--- config.mk ---
export PLATFORM = sky130hd
export DESIGN_NAME = srf02_range_sequencer
export DESIGN_NICKNAME = d
export VERILOG_FILES = /design/src/rtl/srf02_range_sequencer.sv
export SDC_FILE = /design/constraint.sdc
export NUM_CORES = 1
export LEC_CHECK = 0
export CORE_ASPECT_RATIO = 1.25
export CORE_MARGIN = 5
export CORE_UTILIZATION = 50
export DETAILED_ROUTE_END_ITERATION = 10
export PLACE_DENSITY = 0.74
export SYNTH_ARGS = -nofsm -noshare
export SYNTH_HDL_FRONTEND = slang
export SYNTH_SLANG_ARGS = --single-unit
--- constraint.sdc ---
create_clock -name clk -period 5.7 [get_ports clk]
set_input_delay 0.57 -clock clk [delete_from_list [all_inputs] [get_ports clk]]
set_output_delay 0.57 -clock clk [all_outputs]
set_load 0.005 [all_outputs]
--- src/rtl/srf02_range_sequencer.sv ---
// SRF02 range sequencer: command engine -> conversion wait -> read engine -> publish.
// Optional macro SRF02_CONT_MODE_EN adds a free-running period trigger.
module srf02_range_sequencer #(
  parameter int CONV_CYCLES    = 3500000,
  parameter int TIMEOUT_CYCLES = 65535,
  parameter int RETRY_MAX      = 3,
  parameter int PERIOD_CYCLES  = 5000000
) (
  input  logic        clk,
  input  logic        reset,
  input  logic        meas_req,
  input  logic        clr_err,
  output logic        cmd_start,
  input  logic        cmd_done,
  output logic        rd_start,
  input  logic        rd_done,
  input  logic        rd_ack_ok,
  input  logic [15:0] rd_data,
  output logic [15:0] range_cm,
  output logic        range_valid,
  output logic        busy,
  output logic        error,
  output logic [2:0]  state_dbg
);

  // Handshake: *_start is a one-cycle request, issued only while the other
  // engine's done level is high; *_done low means busy, and its return high
  // after having been seen low marks completion.

  typedef enum logic [2:0] {
    S_IDLE     = 3'd0,
    S_CMD_GO   = 3'd1,
    S_CMD_WAIT = 3'd2,
    S_CONV     = 3'd3,
    S_RD_GO    = 3'd4,
    S_RD_WAIT  = 3'd5,
    S_DONE     = 3'd6,
    S_ERROR    = 3'd7
  } state_t;

  localparam int TMO_W   = (TIMEOUT_CYCLES > 1) ? $clog2(TIMEOUT_CYCLES) : 1;
  localparam int CONV_W  = (CONV_CYCLES > 1) ? $clog2(CONV_CYCLES) : 1;
  localparam int RETRY_W = (RETRY_MAX > 0) ? $clog2(RETRY_MAX + 1) : 1;

  localparam logic [TMO_W-1:0]   TMO_LAST  = TMO_W'(TIMEOUT_CYCLES - 1);
  localparam logic [TMO_W-1:0]   TMO_MAX   = '1;
  localparam logic [CONV_W-1:0]  CONV_LAST = CONV_W'(CONV_CYCLES - 1);
  localparam logic [CONV_W-1:0]  CONV_MAX  = '1;
  localparam logic [RETRY_W-1:0] RETRY_LIM = RETRY_W'(RETRY_MAX);
  localparam logic [RETRY_W-1:0] RETRY_SAT = '1;

  state_t             state, state_nx;
  logic [TMO_W-1:0]   tmo_cnt;
  logic [CONV_W-1:0]  conv_cnt;
  logic [RETRY_W-1:0] retry_cnt, retry_nx, retry_inc;
  logic               seen_low;
  logic               error_nx;
  logic               ld_range;
  logic               fail;
  logic               req;
  logic               eng_done;

`ifdef SRF02_CONT_MODE_EN
  localparam int PER_W = (PERIOD_CYCLES > 1) ? $clog2(PERIOD_CYCLES) : 1;
  localparam logic [PER_W-1:0] PER_LAST = PER_W'(PERIOD_CYCLES - 1);

  logic [PER_W-1:0] per_cnt;
  logic             per_tick;
  logic             leave_err;

  assign per_tick  = (per_cnt == PER_LAST);
  assign leave_err = (state == S_ERROR) && (state_nx != S_ERROR);

  always_ff @(posedge clk or posedge reset) begin
    if (reset) begin
      per_cnt <= '0;
    end else if (leave_err || per_tick) begin
      per_cnt <= '0;
    end else begin
      per_cnt <= per_cnt + 1'b1;
    end
  end

  // Ticks outside IDLE are simply not looked at, so they drop.
  assign req = meas_req | per_tick;
`else
  assign req = meas_req;
`endif

  assign eng_done    = (state == S_RD_WAIT) ? rd_done : cmd_done;
  assign busy        = (state != S_IDLE) && (state != S_ERROR);
  assign range_valid = (state == S_DONE);
  assign state_dbg   = state;
  assign retry_inc   = (retry_cnt == RETRY_SAT) ? retry_cnt : retry_cnt + 1'b1;

  always_ff @(posedge clk or posedge reset) begin
    if (reset) begin
      state     <= S_IDLE;
      tmo_cnt   <= '0;
      conv_cnt  <= '0;
      retry_cnt <= '0;
      seen_low  <= 1'b0;
      range_cm  <= '0;
      error     <= 1'b0;
    end else begin
      state     <= state_nx;
      retry_cnt <= retry_nx;
      error     <= error_nx;
      if (ld_range) range_cm <= rd_data;

      if (state == S_CMD_WAIT || state == S_RD_WAIT) begin
        if (tmo_cnt != TMO_MAX) tmo_cnt <= tmo_cnt + 1'b1;
        if (!eng_done) seen_low <= 1'b1;
      end else begin
        tmo_cnt  <= '0;
        seen_low <= 1'b0;
      end

      if (state == S_CONV) begin
        if (conv_cnt != CONV_MAX) conv_cnt <= conv_cnt + 1'b1;
      end else begin
        conv_cnt <= '0;
      end
    end
  end

  always_comb begin
    state_nx  = state;
    cmd_start = 1'b0;
    rd_start  = 1'b0;
    retry_nx  = retry_cnt;
    error_nx  = error & ~clr_err;
    ld_range  = 1'b0;
    fail      = 1'b0;

    case (state)
      S_IDLE: begin
        if (req) state_nx = S_CMD_GO;
      end
      S_CMD_GO: begin
        if (rd_done) begin
          cmd_start = 1'b1;
          state_nx  = S_CMD_WAIT;
        end
      end
      S_CMD_WAIT: begin
        if (seen_low && cmd_done) state_nx = S_CONV;
        else if (tmo_cnt == TMO_LAST) fail = 1'b1;
      end
      S_CONV: begin
        if (conv_cnt == CONV_LAST) state_nx = S_RD_GO;
      end
      S_RD_GO: begin
        if (cmd_done) begin
          rd_start = 1'b1;
          state_nx = S_RD_WAIT;
        end
      end
      S_RD_WAIT: begin
        if (seen_low && rd_done) begin
          if (rd_ack_ok) begin
            ld_range = 1'b1;
            state_nx = S_DONE;
          end else begin
            fail = 1'b1;
          end
        end else if (tmo_cnt == TMO_LAST) begin
          fail = 1'b1;
        end
      end
      S_DONE: begin
        retry_nx = '0;
        state_nx = S_IDLE;
      end
      S_ERROR: begin
        if (clr_err) begin
          retry_nx = '0;
          state_nx = S_IDLE;
        end
      end
      default: state_nx = S_IDLE;
    endcase

    // Every retry restarts the full sequence from the command write.
    if (fail) begin
      retry_nx = retry_inc;
      if (retry_inc < RETRY_LIM) begin
        state_nx = S_CMD_GO;
      end else begin
        state_nx = S_ERROR;
        error_nx = 1'b1;
      end
    end
  end

endmodule
==> impl_results.md, run 1 <==
* CTS resizes at 0
* Detail Placement HPWL at 4977 µm
* CTS tree: yes
* Cell taking the most area after synthesis: dfrtp_1
* Rel. slew slack at 39.45%
* Initial antenna violation count at 0
* DRT Pass-1 Iters at 4
* Final GP Congestion at 0.7770
* # setup viols final at 0
* Clk_lat worst skew at 0.34 ns
* Cts hold-fix bufs at 0
* Register area share after synthesis at 47.73%
* Clock buffer depth at 2
* PortBufs at 46
* Worst-margin pin slew at 0.9013 ns
* Crit path time final at 2.643 ns
* Status: complete, no violations
* Place WS at 3.115 ns
* Final Cycle Share at 46.37%
* Root Buffer: clkbuf_8
* Avg Cell Area, Syn at 10.06 µm²
* Antenna-violating nets left at 0
* Antenna cells at 0
* Die footprint at 8105 µm²
* Hold path cells at 1
* HP Class: reg2reg
* Worst-path clk slew at 0.07 ns
* Final wirelength at 7107 µm
* Leak at 1.629 nW
* Setup CP Type: reg2out
* Number of global-route vias before repair at 2500
* Synth warnings at 0
* Core ar. at 6206 µm²
* Chip height at 99.42 µm
* Setup WS post-layout at 3.057 ns
* Syn Inst Count at 318
* Dominant combinational cell family by area after synthesis: simple AND/OR/NAND/NOR gates
* Crit path max fanout at 13
* Worst reg2reg path depth at 5
* Final Skew at 0.01025 ns
* IO Count at 47
* First-pass GRT wire length at 11960 µm
* Setup TNS at 0 ns
* Nets at 393
* Post-Synth Simple-Gate Area at 22.34%
* Largest net degree at the start of global routing at 62
* Post-synth net total at 344
* Area growth syn-to-layout at 23.36%
* Die Width at 81.53 µm
* Initial drt markers at 137
* Maximum VDD drop at 169.3 µV
* Top area cells in the synthesized netlist: dfrtp_1 48%, xnor2_1 6.6%, mux2_2 6.3%
* Placed instance count at 441
* Unrepaired setup endpoints after global routing: false
* Yosys cell types at 52
* Required @ worst endpoint at 5.13 ns
* FMAX at 0.3784 GHz
* Top-area cell type share of the netlist area at 47.73%
* WL/cell at 15.55 µm
* Via count at 2565
* Synth Flop Type: dfrtp_1
* Global-route usage over all layers at 18.72%
* R2r setup slk at 3.40 ns
* Worst Setup Start Kind: register
* Post-synthesis mux area share at 7.277%
* Compound-Gate Fraction of Synth Area at 9.820%
* Final Hold Vio Count at 0
* Max Transition Viols Final at 0
* Share of cells above drive strength 1 at 12.10%
* Postcts setup bufs at 0
* Clock H-tree levels at 3
* CP Data Arrival Time at 2.07 ns
* Hold slack at 0.5035 ns
* Cts bufs inserted at 9
* Fill cell count at 517
* Num Clock Sinks at 61
* Grt ovf at 0
* Critical R2R Capture: state_dbg[2]
* Total of max-cap violations at 0
* Pwr/cell area at 273.7 nW/µm²
* XOR/XNOR Fraction of Synth Area at 8.490%
* Cell area after synthesis at 3198 µm²
* Synth Area in Adders at 1.174%
* Drt via density at 5.613
* Initial Util at 51.53%
* Synth Register Bits at 61
* Hold path endpoint: range_cm[10]
* Row cnt at 32
* FFs w/ async S/R, synth at 100.0%
* CP endpoint kind: output port
* Remaining design rule violation count at 0
* Hold_sp: range_cm[10]
* Post-synth EDFFs at 0
* Final std cells w/o fill at 457
* Critical R2R Launch: state_dbg[2]
## synth_stat cells, drive strengths merged (5+ instances only)
cell type	number
dfrtp	61
nor2	43
nand2	27
xnor2	24
mux2	18
nand3	13
nand4	13
a211oi	9
inv	9
nor3	9
a31oi	7
xor2	7
a21oi	6
buf	6
nor4	6
and4	5
clkbuf	5
## routing by layer
layer	global-route usage, %	share of wire, %	vias to the layer above
li1	-	-	1248
met1	24.49	43	1242
met2	30.49	51	55
met3	3.080	3.3	20
met4	7.542	2.0	0
met5	0	0	-
## worst max-delay path by stage
stage                       startpoint      endpoint  slack [ns]
after detailed placement       rd_done  range_cm[13]        3.12
after CTS                 state_dbg[2]      rd_start        3.07
after global routing      state_dbg[2]      rd_start        2.95
final                     state_dbg[2]      rd_start        3.06
after floorplan                  reset   conv_cnt[0]        3.62
after global placement         rd_done  range_cm[14]        3.16
## stage by stage
stage | area (µm²) | power, W | utilization, %
2_1_floorplan | 3198 | 0.0006029 | -
3_3_place_gp | 3720 | 0.0006464 | 59.94
3_5_place_dp | 3720 | 0.0006499 | 59.94
4_1_cts | 3945 | 0.001086 | 63.57
5_1_grt | 3945 | 0.001134 | 63.57
6_report | 3945 | 0.001080 | 63.57
## final cells by class
type	count	area, µm²	area share [%]
inverters	9	33.78	0.8563
repair buffers	49	483.0	12.24
flip-flops and latches	61	1526	38.69
clock buffers	12	155.1	3.933
well taps	85	106.4	2.696
clock inverters	4	70.07	1.776
multi-input cells	237	1570	39.80
## power by group
group | switching [W] | leakage [nW] | internal [W]
Combinational | 0.0000817 | 0.676 | 0.0000659
Sequential | 0.0000394 | 0.837 | 0.000456
Clock | 0.000168 | 0.116 | 0.000269
Total | 0.000289 | 1.63 | 0.000791
## state kept, by name, indices dropped and copies added, names as in the netlist
name / count
conv_cnt: 22
range_cm: 16
tmo_cnt: 16
state_dbg: 3
retry_cnt: 2
error: 1
seen_low: 1
## cell usage in the layout, fill, tap and decap left out, drive strengths merged, types with 7 or more instances in the layout
| cell type | n |
|---|---|
| nor2 | 43 |
| nand2 | 27 |
| a31oi | 7 |
| clkbuf | 12 |
| nand4 | 13 |
| mux2 | 18 |
| nand3 | 13 |
| clkdlybuf4s50 | 46 |
| nor3 | 9 |
| xnor2 | 24 |
| xor2 | 7 |
| a211oi | 9 |
| dfrtp | 61 |
| inv | 9 |
## critical path, cell delays in order (launching register included)
cell             delay [ns]
dfrtp_1                0.61
nor2b_1                0.39
and3b_1                0.22
clkdlybuf4s50_1        0.51
## kinds of logic after synthesis
kind of cell,Yosys count
AO/OA/AOI/OAI,43
XOR/XNOR,31
adder cells (fa/ha/maj),3
buffers and inverters,20
flip-flops,61
multiplexers,21
AND/OR/NAND/NOR,139
Power figures use the tool's default switching activity.
==> run 2, diff against run 1 <==
--- a/config.mk
+++ b/config.mk
@@ -7,9 +7,9 @@
 export LEC_CHECK = 0
 export CORE_ASPECT_RATIO = 1.25
 export CORE_MARGIN = 5
-export CORE_UTILIZATION = 50
+export CORE_UTILIZATION = 49
 export DETAILED_ROUTE_END_ITERATION = 10
-export PLACE_DENSITY = 0.74
+export PLACE_DENSITY = 0.76
 export SYNTH_ARGS = -nofsm -noshare
 export SYNTH_HDL_FRONTEND = slang
 export SYNTH_SLANG_ARGS = --single-unit
==> constraint.sdc (replaced) <==
create_clock -name clk -period 2.2 [get_ports clk]
set_input_delay 0.22 -clock clk [delete_from_list [all_inputs] [get_ports clk]]
set_output_delay 0.22 -clock clk [all_outputs]
set_load 0.005 [all_outputs]
==> run 2 against run 1 <==
Compared with the run above:
- non-clock buffer count rose by 14
- clock-buffer cell count is 2 lower
- worst setup slack lost 2.9 ns
- clock skew is 0.0020 ns lower
- routed wire length increased by 4.3%
- utilization decreased by 0.51 points
- sequential share of layout area fell by 1.0 points
- combinational power increased to 2.9 times the previous value
- cell count increased by 3.5%
- critical path type unchanged
- via count rose by 3.4%
- worst hold slack worse by 0.25 ns
- power grew to 2.6 times the previous value
- largest power group unchanged
==> impl_results.md, run 2 (synthesized netlist as in run 1, its figures left out) <==
* First-pass GRT wire length at 11850 µm (-0.92%)
* Largest registers in the final layout: conv_cnt: 22 flops, range_cm: 16 flops, tmo_cnt: 16 flops
* Clk_lat worst skew at 0.35 ns (about the same)
* Required @ worst endpoint at 1.98 ns (-3.15 ns)
* Nets at 407 (+3.6%)
* WL/cell at 15.67 µm (+0.79%)
* Largest net degree at the start of global routing at 62 (unchanged)
* Grt ovf at 0 (unchanged)
* Initial drt markers at 159 (+16%)
* Area of the multi-input gates at 1573 µm² (+0.16%)
* Fill cell count at 545 (+5.4%)
* Die footprint at 8253 µm² (+1.8%)
* IO Count at 47 (unchanged)
* Worst-path clk slew at 0.07 ns (about the same)
* Final GP Congestion at 0.8846 (+14%)
* Antenna-violating nets left at 0 (unchanged)
* Crit path max fanout at 9 (-4)
* Core ar. at 6441 µm² (+3.8%)
* Final Cycle Share at 94.35%
* CTS tree: yes
* Die Width at 82.26 µm (+0.90%)
* Total of max-cap violations at 0 (unchanged)
* DRT Pass-1 Iters at 4 (unchanged)
* Status: complete, no violations
* CP endpoint kind: output port
* FMAX at 0.4818 GHz
* Worst-margin pin slew at 0.6089 ns (-0.2923 ns)
* Initial antenna violation count at 0 (unchanged)
* CP Data Arrival Time at 1.86 ns (-0.21 ns)
* HP Class: in2async
* Max reg flops at 22 (unchanged)
* Drt via density at 5.607 (-0.11%)
* Crit path time final at 2.076 ns
* CP Cell Sequence: buf_4 -> and2_1 -> a21oi_1 -> clkdlybuf4s50_1
* Unrepaired setup endpoints after global routing: false
* Root Buffer: clkbuf_8
* Remaining design rule violation count at 0 (unchanged)
* Pwr/cell area at 688.3 nW/µm² (+150%)
* Antenna cells at 0 (unchanged)
* Final Skew at 0.008290 ns (-0.001965 ns)
* Num Clock Sinks at 61 (unchanged)
* Worst Setup Start Kind: register
* Max stage delay on crit path at 0.51 ns (-0.10 ns)
* Detail Placement HPWL at 5232 µm (+5.1%)
* CTS resizes at 0 (unchanged)
* Storage element area at 1530 µm² (+0.25%)
* CP Buf/Inv Count at 2 (+1)
* Initial Util at 49.65% (-1.9 points)
* Clock buffer depth at 2 (unchanged)
* Number of global-route vias before repair at 2607 (+4.3%)
* Area growth syn-to-layout at 27.00%
* Final Hold Vio Count at 0 (unchanged)
* Chip height at 100.3 µm (+0.92%)
* Max Transition Viols Final at 0 (unchanged)
* Cts hold-fix bufs at 0 (unchanged)
* Largest Register: conv_cnt
* Leak at 1.682 nW (+3.2%)
* Slowest cell on the critical path: clkdlybuf4s50_1
* Rel. slew slack at 59.03% (+20 points)
* Setup TNS at 0 ns (unchanged)
* Row cnt at 33 (+3.1%)
* Via count at 2652 (+3.4%)
* Global-route usage over all layers at 18.72% (about the same)
* Clock H-tree levels at 3 (unchanged)
* Cts bufs inserted at 9 (unchanged)
* Final wirelength at 7414 µm (+4.3%)
* Fin area at 4061 µm² (+2.9%)
* Most frequent cells in the layout: 58 x dfrtp_1, 46 x clkdlybuf4s50_1, 43 x nor2_1
* Maximum VDD drop at 440.7 µV (+160%)
* PortBufs at 46 (unchanged)
* Most common cell after layout, fill and taps aside: dfrtp_1
* Postcts setup bufs at 0 (unchanged)
* Setup CP Type: reg2out
* # setup viols final at 0 (unchanged)
* CP delay by family, top: buffers and inverters
* Share of cells above drive strength 1 at 16.32% (+4.2 points)
* Post-place instance area at 3840 µm² (+3.2%)
run 2: power by group:
| group | total (W) | switching, W | internal [W] | leakage (nW) |
|---|---|---|---|---|
| Combinational | 0.000426 | 0.000231 | 0.000195 | 0.749 |
| Clock | 0.00110 | 0.000464 | 0.000635 | 0.0985 |
| Sequential | 0.00127 | 0.0000876 | 0.00118 | 0.834 |
| Total | 0.00280 | 0.000782 | 0.00201 | 1.68 |
run 2: final timing paths:
path	startpoint	to	slack, ns	cells after the start
hold reg to reg	range_cm[4]	range_cm[4]	0.50	1
min in group clk	rd_data[11]	range_cm[11]	0.48	2
hold / removal	reset	range_cm[5]	0.25	3
setup reg to reg	conv_cnt[12]	state_dbg[1]	0.16	5
max in group asynchronous	reset	state_dbg[1]	1.68	3
setup / recovery	state_dbg[1]	busy	0.12	4
run 2: cell type report:
| type | count | share of cell area (%) |
|---|---|---|
| clock buffers | 10 | 3.142 |
| flip-flops and latches | 61 | 37.68 |
| clock inverters | 6 | 2.156 |
| repair buffers | 63 | 14.79 |
| multi-input cells | 237 | 38.72 |
| inverters | 9 | 0.8318 |
| well taps | 87 | 2.680 |
run 2: layer usage:
layer | wire [µm] | GRT usage [%] | vias up
li1 | - | - | 1275
met1 | 2875 | 20.76 | 1304
met2 | 4049 | 32.78 | 56
met3 | 316 | 4.309 | 17
met4 | 172 | 9.207 | 0
met5 | 0 | 0 | -
run 2: per-stage QoR:
step                      hold slack [ns]  std cells  util, %  power, W  setup WS, ns
after floorplan                    0.3706        318        -  0.001562        0.2496
after global placement             0.4847        457    59.62  0.001699        0.1988
after detailed placement           0.4920        457    59.62  0.001717        0.1839
after CTS                          0.2623        473    62.96  0.002821      0.006062
after global routing               0.2981        473    63.05  0.002942      0.008917
final                              0.2496        473    63.05  0.002796        0.1243
run 2: worst min-delay path: stages:
cell and delay (ns):
clkdlybuf4s50_1 0.41, inv_2 0.07, buf_12 0.29
